**config.mk**
```make
export PLATFORM = sky130hd
export DESIGN_NAME = vga_timing_gen
export DESIGN_NICKNAME = d
export VERILOG_FILES = /design/src/rtl/vga_timing_gen.sv
export SDC_FILE = /design/constraint.sdc
export NUM_CORES = 1
export LEC_CHECK = 0
export BUFFER_PORTS_ARGS = -buffer_cell sky130_fd_sc_hd__clkbuf_2
export CORE_MARGIN = 2
export CORE_UTILIZATION = 58
export DETAILED_ROUTE_END_ITERATION = 10
export PLACE_DENSITY = 0.8
export RECOVER_POWER = 50
export SLEW_MARGIN = 20
export SYNTH_ARGS = -nofsm -noshare
export SYNTH_HDL_FRONTEND = slang
export SYNTH_SLANG_ARGS = --single-unit
export TNS_END_PERCENT = 20
```
**constraint.sdc**
```tcl
create_clock -name i_clk_pixel -period 4.4 [get_ports i_clk_pixel]
set_input_delay 0.22 -clock i_clk_pixel [delete_from_list [all_inputs] [get_ports i_clk_pixel]]
set_output_delay 0.22 -clock i_clk_pixel [all_outputs]
set_load 0.005 [all_outputs]
```
**src/rtl/vga_timing_gen.sv**
```systemverilog
// Parametrised VGA/DVI timing generator: request-position counters, a display pipeline
// delayed by LOOKAHEAD enabled cycles, sync/blank decode, strobes and a per-frame test pattern.
module vga_timing_gen #(
  parameter int unsigned  H_ACTIVE    = 640,
  parameter int unsigned  H_FP        = 16,
  parameter int unsigned  H_SYNC      = 96,
  parameter int unsigned  H_BP        = 48,
  parameter int unsigned  V_ACTIVE    = 480,
  parameter int unsigned  V_FP        = 10,
  parameter int unsigned  V_SYNC      = 2,
  parameter int unsigned  V_BP        = 33,
  parameter bit           H_SYNC_POL  = 1'b0,
  parameter bit           V_SYNC_POL  = 1'b0,
  parameter int unsigned  LOOKAHEAD   = 2,
  parameter int unsigned  FRAME_CNT_W = 8,
  localparam int unsigned H_TOTAL     = H_ACTIVE + H_FP + H_SYNC + H_BP,
  localparam int unsigned V_TOTAL     = V_ACTIVE + V_FP + V_SYNC + V_BP,
  localparam int unsigned XW          = $clog2(H_TOTAL),
  localparam int unsigned YW          = $clog2(V_TOTAL)
) (
  input  logic                   i_clk_pixel,
  input  logic                   i_rst_n,
  input  logic                   i_en,
  input  logic [1:0]             i_pattern,
  output logic [XW-1:0]          o_req_x,
  output logic [YW-1:0]          o_req_y,
  output logic                   o_req_valid,
  output logic                   o_hsync,
  output logic                   o_vsync,
  output logic                   o_blank,
  output logic [XW-1:0]          o_x_pos,
  output logic [YW-1:0]          o_y_pos,
  output logic                   o_line_start,
  output logic                   o_frame_start,
  output logic [FRAME_CNT_W-1:0] o_frame_count,
  output logic [2:0][7:0]        o_data_test
);

  localparam int unsigned HS_START = H_ACTIVE + H_FP;
  localparam int unsigned HS_END   = HS_START + H_SYNC;
  localparam int unsigned VS_START = V_ACTIVE + V_FP;
  localparam int unsigned VS_END   = VS_START + V_SYNC;
  localparam int unsigned BAR_W    = (H_ACTIVE >= 8) ? (H_ACTIVE / 8) : 1;
  localparam int unsigned LA_PREV  = (LOOKAHEAD > 1) ? (LOOKAHEAD - 2) : 0;

  logic [XW-1:0]          h_cnt, h_next;
  logic [YW-1:0]          v_cnt, v_next;
  logic [XW-1:0]          bar_cnt, bar_cnt_next;
  logic [2:0]             bar_idx, bar_idx_next;
  logic [1:0]             pat_q, pat_eff;
  logic                   req_valid_q;
  logic                   req_origin;

  logic                   new_blank, new_hs, new_vs, new_line0, new_frame0;
  logic [2:0][7:0]        new_rgb;
  logic [7:0]             x8, y8;
  logic                   h_act, v_act;

  logic [XW-1:0]          x_pipe      [LOOKAHEAD];
  logic [YW-1:0]          y_pipe      [LOOKAHEAD];
  logic                   blank_pipe  [LOOKAHEAD];
  logic                   hs_pipe     [LOOKAHEAD];
  logic                   vs_pipe     [LOOKAHEAD];
  logic [2:0][7:0]        rgb_pipe    [LOOKAHEAD];
  logic                   line0_pipe  [LOOKAHEAD];
  logic                   frame0_pipe [LOOKAHEAD];

  logic                   in_line0, in_frame0;
  logic                   line_start_q, frame_start_q, seen_frame;
  logic [FRAME_CNT_W-1:0] frame_cnt;

  // Next raster position and per-line bar tracker (replaces x / (H_ACTIVE/8))
  always_comb begin
    h_next       = h_cnt;
    v_next       = v_cnt;
    bar_cnt_next = bar_cnt;
    bar_idx_next = bar_idx;
    if (32'(h_cnt) == H_TOTAL - 1) begin
      h_next       = '0;
      bar_cnt_next = '0;
      bar_idx_next = '0;
      if (32'(v_cnt) == V_TOTAL - 1) begin
        v_next = '0;
      end else begin
        v_next = v_cnt + YW'(1);
      end
    end else begin
      h_next = h_cnt + XW'(1);
      if (32'(bar_cnt) == BAR_W - 1) begin
        bar_cnt_next = '0;
        if (bar_idx != 3'd7) begin
          bar_idx_next = bar_idx + 3'd1;
        end
      end else begin
        bar_cnt_next = bar_cnt + XW'(1);
      end
    end
  end

  always_ff @(posedge i_clk_pixel) begin
    if (!i_rst_n) begin
      h_cnt       <= '0;
      v_cnt       <= '0;
      bar_cnt     <= '0;
      bar_idx     <= '0;
      pat_q       <= '0;
      req_valid_q <= 1'b1;
    end else if (i_en) begin
      h_cnt       <= h_next;
      v_cnt       <= v_next;
      bar_cnt     <= bar_cnt_next;
      bar_idx     <= bar_idx_next;
      req_valid_q <= (32'(h_next) < H_ACTIVE) && (32'(v_next) < V_ACTIVE);
      if (req_origin) begin
        pat_q <= i_pattern;
      end
    end
  end

  // Decode of the request position; the pattern latched at (0,0) already applies to that pixel
  always_comb begin
    req_origin = (h_cnt == '0) && (v_cnt == '0);
    pat_eff    = req_origin ? i_pattern : pat_q;
    h_act      = 32'(h_cnt) < H_ACTIVE;
    v_act      = 32'(v_cnt) < V_ACTIVE;
    new_blank  = ~(h_act & v_act);
    new_hs     = ((32'(h_cnt) >= HS_START) && (32'(h_cnt) < HS_END)) ? H_SYNC_POL : ~H_SYNC_POL;
    new_vs     = ((32'(v_cnt) >= VS_START) && (32'(v_cnt) < VS_END)) ? V_SYNC_POL : ~V_SYNC_POL;
    new_line0  = (h_cnt == '0);
    new_frame0 = req_origin;
    x8         = 8'(h_cnt);
    y8         = 8'(v_cnt);
    new_rgb    = '0;
    if (!new_blank) begin
      case (pat_eff)
        2'd1:    new_rgb = {{8{~bar_idx[1]}}, {8{~bar_idx[2]}}, {8{~bar_idx[0]}}};
        2'd2:    new_rgb = {x8, y8, x8 ^ y8};
        2'd3:    new_rgb = {3{{8{x8[5] ^ y8[5]}}}};
        default: new_rgb = '0;
      endcase
    end
  end

  // Flags about to enter the last stage drive the strobes on the same edge
  always_comb begin
    in_line0  = (LOOKAHEAD == 1) ? new_line0  : line0_pipe[LA_PREV];
    in_frame0 = (LOOKAHEAD == 1) ? new_frame0 : frame0_pipe[LA_PREV];
  end

  always_ff @(posedge i_clk_pixel) begin
    if (!i_rst_n) begin
      for (int k = 0; k < LOOKAHEAD; k++) begin
        x_pipe[k]      <= '0;
        y_pipe[k]      <= '0;
        blank_pipe[k]  <= 1'b1;
        hs_pipe[k]     <= ~H_SYNC_POL;
        vs_pipe[k]     <= ~V_SYNC_POL;
        rgb_pipe[k]    <= '0;
        line0_pipe[k]  <= 1'b0;
        frame0_pipe[k] <= 1'b0;
      end
    end else if (i_en) begin
      x_pipe[0]      <= h_cnt;
      y_pipe[0]      <= v_cnt;
      blank_pipe[0]  <= new_blank;
      hs_pipe[0]     <= new_hs;
      vs_pipe[0]     <= new_vs;
      rgb_pipe[0]    <= new_rgb;
      line0_pipe[0]  <= new_line0;
      frame0_pipe[0] <= new_frame0;
      for (int k = 1; k < LOOKAHEAD; k++) begin
        x_pipe[k]      <= x_pipe[k-1];
        y_pipe[k]      <= y_pipe[k-1];
        blank_pipe[k]  <= blank_pipe[k-1];
        hs_pipe[k]     <= hs_pipe[k-1];
        vs_pipe[k]     <= vs_pipe[k-1];
        rgb_pipe[k]    <= rgb_pipe[k-1];
        line0_pipe[k]  <= line0_pipe[k-1];
        frame0_pipe[k] <= frame0_pipe[k-1];
      end
    end
  end

  // Strobes last one clock regardless of i_en; first frame after reset is not counted
  always_ff @(posedge i_clk_pixel) begin
    if (!i_rst_n) begin
      line_start_q  <= 1'b0;
      frame_start_q <= 1'b0;
      seen_frame    <= 1'b0;
      frame_cnt     <= '0;
    end else begin
      line_start_q  <= i_en & in_line0;
      frame_start_q <= i_en & in_frame0;
      if (i_en && in_frame0) begin
        seen_frame <= 1'b1;
        if (seen_frame) begin
          frame_cnt <= frame_cnt + FRAME_CNT_W'(1);
        end
      end
    end
  end

  assign o_req_x       = h_cnt;
  assign o_req_y       = v_cnt;
  assign o_req_valid   = req_valid_q;
  assign o_hsync       = hs_pipe[LOOKAHEAD-1];
  assign o_vsync       = vs_pipe[LOOKAHEAD-1];
  assign o_blank       = blank_pipe[LOOKAHEAD-1];
  assign o_x_pos       = x_pipe[LOOKAHEAD-1];
  assign o_y_pos       = y_pipe[LOOKAHEAD-1];
  assign o_data_test   = rgb_pipe[LOOKAHEAD-1];
  assign o_line_start  = line_start_q;
  assign o_frame_start = frame_start_q;
  assign o_frame_count = frame_cnt;

endmodule
```
Yosys cells after proc, flatten, opt, wreduce, memory -nomap -nowiden. Memories as Yosys holds them, arrays and structs flattened. Index checks and enable logic that the tools add are counted.

Add/sub/neg operators: 5. Magnitude comparators: 8. Equal/unequal tests: 7. Multiplexer cells: 33. Bitwise gates (word level): 25. Reductions and logical operators: 11.

Operators with widths (count): $mux W10 (9); $mux W24 (3); $pmux W24 S3 (1); $add A10 B1 Y10 const B (3); $lt A10 B10 Y1 const B (3); $lt A10 B9 Y1 const B (3); $eq A10 B10 Y1 const B (2); $logic_not A10 Y1 (2); $mux W1 (16); $or A1 B1 Y1 (16); $eq A10 B7 Y1 const B (1); $ge A10 B10 Y1 const B (1); $ge A10 B9 Y1 const B (1); $mux W3 (3); $add A8 B1 Y8 const B (1); $xor A8 B8 Y8 (1); $logic_and A1 B1 Y1 (5); $eq A2 B2 Y1 const B (2); $not A1 Y1 (4); $reduce_bool A2 Y1 (2); $add A3 B1 Y3 const B (1); $and A1 B1 Y1 (3); $ne A3 B3 Y1 const B (1); $reduce_and A3 Y1 (1); other kinds (4) (4).

Register bits after elaboration: 47. Bits in writable memories: 98. Bits of input ports: 5. Memories kept: 8.

Memory list: rgb_pipe (depth 2, width 24, read ports 2, clocked after memory_dff 0, wr ports 2, RTL line 64) `logic [2:0][7:0] rgb_pipe [LOOKAHEAD];`; x_pipe (depth 2, width 10, read ports 2, clocked after memory_dff 0, wr ports 2, RTL line 59) `logic [XW-1:0] x_pipe [LOOKAHEAD];`; y_pipe (depth 2, width 10, read ports 2, clocked after memory_dff 0, wr ports 2, RTL line 60) `logic [YW-1:0] y_pipe [LOOKAHEAD];`; blank_pipe (depth 2, width 1, read ports 2, clocked after memory_dff 0, wr ports 2, RTL line 61) `logic blank_pipe [LOOKAHEAD];`; frame0_pipe (depth 2, width 1, read ports 1, clocked after memory_dff 0, wr ports 2, RTL line 66) `logic frame0_pipe [LOOKAHEAD];`; hs_pipe (depth 2, width 1, read ports 2, clocked after memory_dff 0, wr ports 2, RTL line 62) `logic hs_pipe [LOOKAHEAD];`; +2 memories.

Logic depth before layout (Yosys ltp).
Depth after elaboration: 7. Gate-level depth with buffers: 10. Gate-level depth less buffers: 7.

Least setup slack after synthesis. No wires, ideal clock.

Path kind: input to register. Start point: input i_en. End point: register v_cnt[9], in the netlist o_req_y[9]. Data arrival time: 3.063 ns. Setup slack: 1.219 ns. Cell stages on the path: 5. Path buffers: 1. Cells stage by stage: clkbuf_1 -> nor2b_1 -> inv_1 -> o21ai_0 -> a22o_1.

RTL lines: from (decl) (RTL line 23) `input logic i_en,`; to (signal assigned) (RTL line 110) `v_cnt <= v_next;`; to (decl) (RTL line 47) `logic [YW-1:0] v_cnt, v_next;`.

==> out/metrics.yaml <==
run_status:
  run_status: "completed"
clocking:
  cts-root-to-sink-buffers: 2
  clock_insertion_delay_worst_skew_ps: 420
  post_cts_resized: 0
  cts_inserted_buffers: 17
  tritoncts_num_sinks: 143
  post_cts_buffers: 0
  clk_pin_slew_ps: 60
  h_tree_levels: 4
  cts_tree: "done"
  hold_buffers: 0
  clk_root_buffer_cell: "sky130_fd_sc_hd__clkbuf_16"
die:
  floorplan.initialDensity_pct: 59.3
  rows: 39
  core-area_um2: 11400
  fp.dieH_um: 112
  die-area_um2: 12500
  die_width_um: 112
  ioPinCount: 83
place:
  finalWeightedCongestion: 0.953
  dp_hpwl_mm: 8.86
  io_buffer_count: 82
  postPlaceCellArea_um2: 6840
  pre_cts_slack_ps: 1630
detailed_routing:
  wl_per_cell_um: 17.9
  drt_wl_total_mm: 14.1
  drtIter0Drc: 559
  final_antenna_net_count: 0
  num_vias: 4717
  vias_per_cell: 5.99
  total_drc_errors_in_the_routed_layout: 0
  detail_route.first_pass.iterations: 6
global_route:
  pin_count_of_the_biggest_net_entering_global_routing: 90
  grt_use_met3_pct: 7.02
  globalRoute.busiestLayer: "met2"
  initial_antenna_violation_count: 0
  grt_overflow: 0
  wire_length_of_the_first_global_routing_pass_mm: 23.1
  gr-usage-met2_pct: 38.6
  vias_in_the_first_global_route: 4689
  grt.met1_usage_pct: 28.6
  groute.usage.overall_pct: 23.6
worst_setup_path:
  crit_path_top_delay_cell: "sky130_fd_sc_hd__a211o_1"
  timing.critical_path.fanout_max: 23
  rr_worst_depth: 7
  startpoint: "o_req_x[0]$_SDFFE_PN0P_"
  r2r_end: "rgb_pipe[0][6]$_SDFFCE_PN0P_"
  required_ps: 4530
  critPathMaxStageDelay_ps: 650
  r2r_start: "o_req_x[0]$_SDFFE_PN0P_"
  timing.reg2reg.setup_slack_ps: 1610
  timing.critical_path.to_type: "register"
  cp_cell_sequence: "inv_1, ha_1, nor4b_1, nand3_1, nor2_1, a211o_1, a21oi_1"
  critPathCapture: "rgb_pipe[0][6]$_SDFFCE_PN0P_"
  worst_ep_arrival_time_ps: 2930
  worstSetupStartpointType: "register"
  crit_type: "register to register"
synth:
  synth.yosys.seq_area_share_pct: 56.7
  nets_in_the_synthesized_netlist: 627
  synth_cell_types: 50
  syn_area_um2: 6740
  post_synth.cell_area_avg_um2: 11.0
  synth.ff_latch_count: 143
  yosysWarnings: 0
  synthCells: 614
  primary_flip_flop_cell_chosen_by_synthesis_mapping: "sky130_fd_sc_hd__edfxtp_1"
  number_of_flops_mapped_to_enable_cells_by_yosys: 96
  synth-async-reset-ratio_pct: 0
timing:
  worst-slew-pin-transition_ps: 909
  minimum_clock_period_after_layout_ps: 2790
  rsz0062_at_grt: "false"
  period_share_pct: 63.5
  final_sum_of_negative_setup_slack_ps: 0
  max_slew_headroom_at_the_worst_pin_pct: 39.0
  timing_max_transition_violations_final: 0
  fin_skew_ps: 7.43
  setup_slack_ps: 1610
  max_freq_mhz: 358
  setup_viol: 0
  timing_hold_violations_final: 0
pwr:
  power_per_cell_area_nw_per_um2: 427
  vdd_drop_max_mv: 0.208
  total_power_mw: 3.18
  p_leak_nw: 3.12
layout:
  fill_cells: 865
  post-route-cell-area_um2: 7450
  antenna_cells_inserted: 0
  final_util_pct: 65.5
  finish.net_count: 645
  layout-area-overhead-vs-synth_pct: 10.6
  layout-drive-gt1-share_pct: 17.2
hold_path:
  min_path_type: "input port to register"
job:
  timing.max_cap.violations: 0
cell usage in the layout (no fill, tap or decap), types with 5 or more instances in the layout:
cell	n
sky130_fd_sc_hd__nor3_1	7
sky130_fd_sc_hd__buf_4	7
sky130_fd_sc_hd__a22o_1	6
sky130_fd_sc_hd__nand3b_1	6
sky130_fd_sc_hd__dfxtp_1	47
sky130_fd_sc_hd__nor2_1	25
sky130_fd_sc_hd__clkbuf_2	70
sky130_fd_sc_hd__or3_1	5
sky130_fd_sc_hd__a211oi_1	5
sky130_fd_sc_hd__o31a_1	6
sky130_fd_sc_hd__inv_1	11
sky130_fd_sc_hd__nor2b_1	9
sky130_fd_sc_hd__edfxtp_1	96
sky130_fd_sc_hd__ha_1	8
sky130_fd_sc_hd__nand3_1	26
sky130_fd_sc_hd__nand2_1	17
sky130_fd_sc_hd__a21boi_0	8
sky130_fd_sc_hd__nand4_1	11
sky130_fd_sc_hd__xnor2_1	13
sky130_fd_sc_hd__a21oi_1	33
sky130_fd_sc_hd__clkbuf_16	17
sky130_fd_sc_hd__a21o_1	5
sky130_fd_sc_hd__clkbuf_1	15
sky130_fd_sc_hd__and3_1	73
sky130_fd_sc_hd__and2_1	13
sky130_fd_sc_hd__o21ai_0	41
sky130_fd_sc_hd__xor2_1	14
Yosys cell counts (4+ instances only):
| cell type | count | area (um^2) |
|---|---|---|
| sky130_fd_sc_hd__edfxtp_1 | 96 | 2880 |
| sky130_fd_sc_hd__and3_1 | 73 | 457 |
| sky130_fd_sc_hd__dfxtp_1 | 47 | 941 |
| sky130_fd_sc_hd__buf_4 | 45 | 338 |
| sky130_fd_sc_hd__o21ai_0 | 41 | 205 |
| sky130_fd_sc_hd__a21oi_1 | 33 | 165 |
| sky130_fd_sc_hd__clkbuf_1 | 29 | 109 |
| sky130_fd_sc_hd__nand3_1 | 26 | 130 |
| sky130_fd_sc_hd__nor2_1 | 25 | 93.8 |
| sky130_fd_sc_hd__nand2_1 | 17 | 63.8 |
| sky130_fd_sc_hd__xor2_1 | 14 | 123 |
| sky130_fd_sc_hd__and2_1 | 13 | 81.3 |
| sky130_fd_sc_hd__xnor2_1 | 13 | 114 |
| sky130_fd_sc_hd__buf_2 | 12 | 60.1 |
| sky130_fd_sc_hd__inv_1 | 12 | 45.0 |
| sky130_fd_sc_hd__nand4_1 | 11 | 68.8 |
| sky130_fd_sc_hd__nor2b_1 | 9 | 56.3 |
| sky130_fd_sc_hd__a21boi_0 | 8 | 60.1 |
| sky130_fd_sc_hd__ha_1 | 8 | 100 |
| sky130_fd_sc_hd__nor3_1 | 8 | 40.0 |
| sky130_fd_sc_hd__a22o_1 | 6 | 52.6 |
| sky130_fd_sc_hd__nand3b_1 | 6 | 45.0 |
| sky130_fd_sc_hd__o31a_1 | 6 | 52.6 |
| sky130_fd_sc_hd__a211oi_1 | 5 | 37.5 |
| sky130_fd_sc_hd__a21o_1 | 5 | 37.5 |
| sky130_fd_sc_hd__or3_1 | 5 | 31.3 |
| sky130_fd_sc_hd__nand2b_1 | 4 | 25.0 |
area by class of cell:
class                      instances  area, um^2  share of cell area, %
clock buffer                      21         450                   6.05
clock inverter                    11         166                   2.23
inverter                          12        47.5                  0.638
multi-input combinational        369        2340                   31.4
sequential                       143        3820                   51.3
tap                              143         179                   2.40
timing repair buffer              89         448                   6.01
where the power goes:
group	leakage (nW)	switching, mW	internal (mW)
Sequential	1.43	0.0226	1.49
Clock	0.296	0.537	0.961
Combinational	1.40	0.108	0.0572
critical path: cells and delay by family (launching register included):
kind | cells | cell delay [ps]
buffers and inverters | 1 | 150
adders and majority gates | 1 | 170
and+or+nand+nor | 3 | 960
AOI/OAI and AO/OA | 2 | 780
DFF | 1 | 420
cells by family (layout without fill, tap and decap cells):
group	count (synthesis)	count (layout)	share of synthesized area (%)
flip-flops	143	143	56.7
buffers and inverters	102	133	8.67
adder cells (fa/ha/maj)	8	8	1.49
XOR/XNOR	27	27	3.51
AO/OA/AOI/OAI	118	118	10.6
multiplexers	2	2	0.316
AND/OR/NAND/NOR	214	214	18.6
worst min-delay path by stage:
| stage | start | end | slack (ps) | cells after the start |
|---|---|---|---|---|
| after detailed placement | seen_frame$_SDFFE_PN0P_ | seen_frame$_SDFFE_PN0P_ | 470 | 1 |
| after global routing | i_pattern[0] | pat_q[0]$_SDFFE_PN0P_ | 250 | 3 |
| after CTS | i_pattern[0] | pat_q[0]$_SDFFE_PN0P_ | 220 | 3 |
| after floorplan | i_pattern[0] | pat_q[0]$_SDFFE_PN0P_ | 390 | 2 |
| final | i_pattern[0] | pat_q[0]$_SDFFE_PN0P_ | 230 | 3 |
| after global placement | seen_frame$_SDFFE_PN0P_ | seen_frame$_SDFFE_PN0P_ | 450 | 1 |
registers in the layout, summed over array words and instances, names as in the netlist:
signal         flops
y_pipe            20
hs_pipe            2
o_frame_count      8
o_frame_start      1
bar_cnt           10
vs_pipe            2
line0_pipe         1
frame0_pipe        1
o_req_valid        1
o_req_y           10
seen_frame         1
rgb_pipe          48
o_line_start       1
pat_q              2
x_pipe            20
bar_idx            3
o_req_x           10
blank_pipe         2
layer usage:
metal	wire length (um)	vias up
met5	0	-
met4	425	0
met3	1140	39
met2	6980	214
met1	5570	2229
li1	-	2235
through the flow:
step / cells / hold slack (ps)
2_1_floorplan: 614 / 386
3_3_place_gp: 756 / 454
3_5_place_dp: 756 / 465
4_1_cts: 788 / 216
5_1_grt: 788 / 254
6_report: 788 / 228
Note: power is estimated with default switching activity, not from simulation.
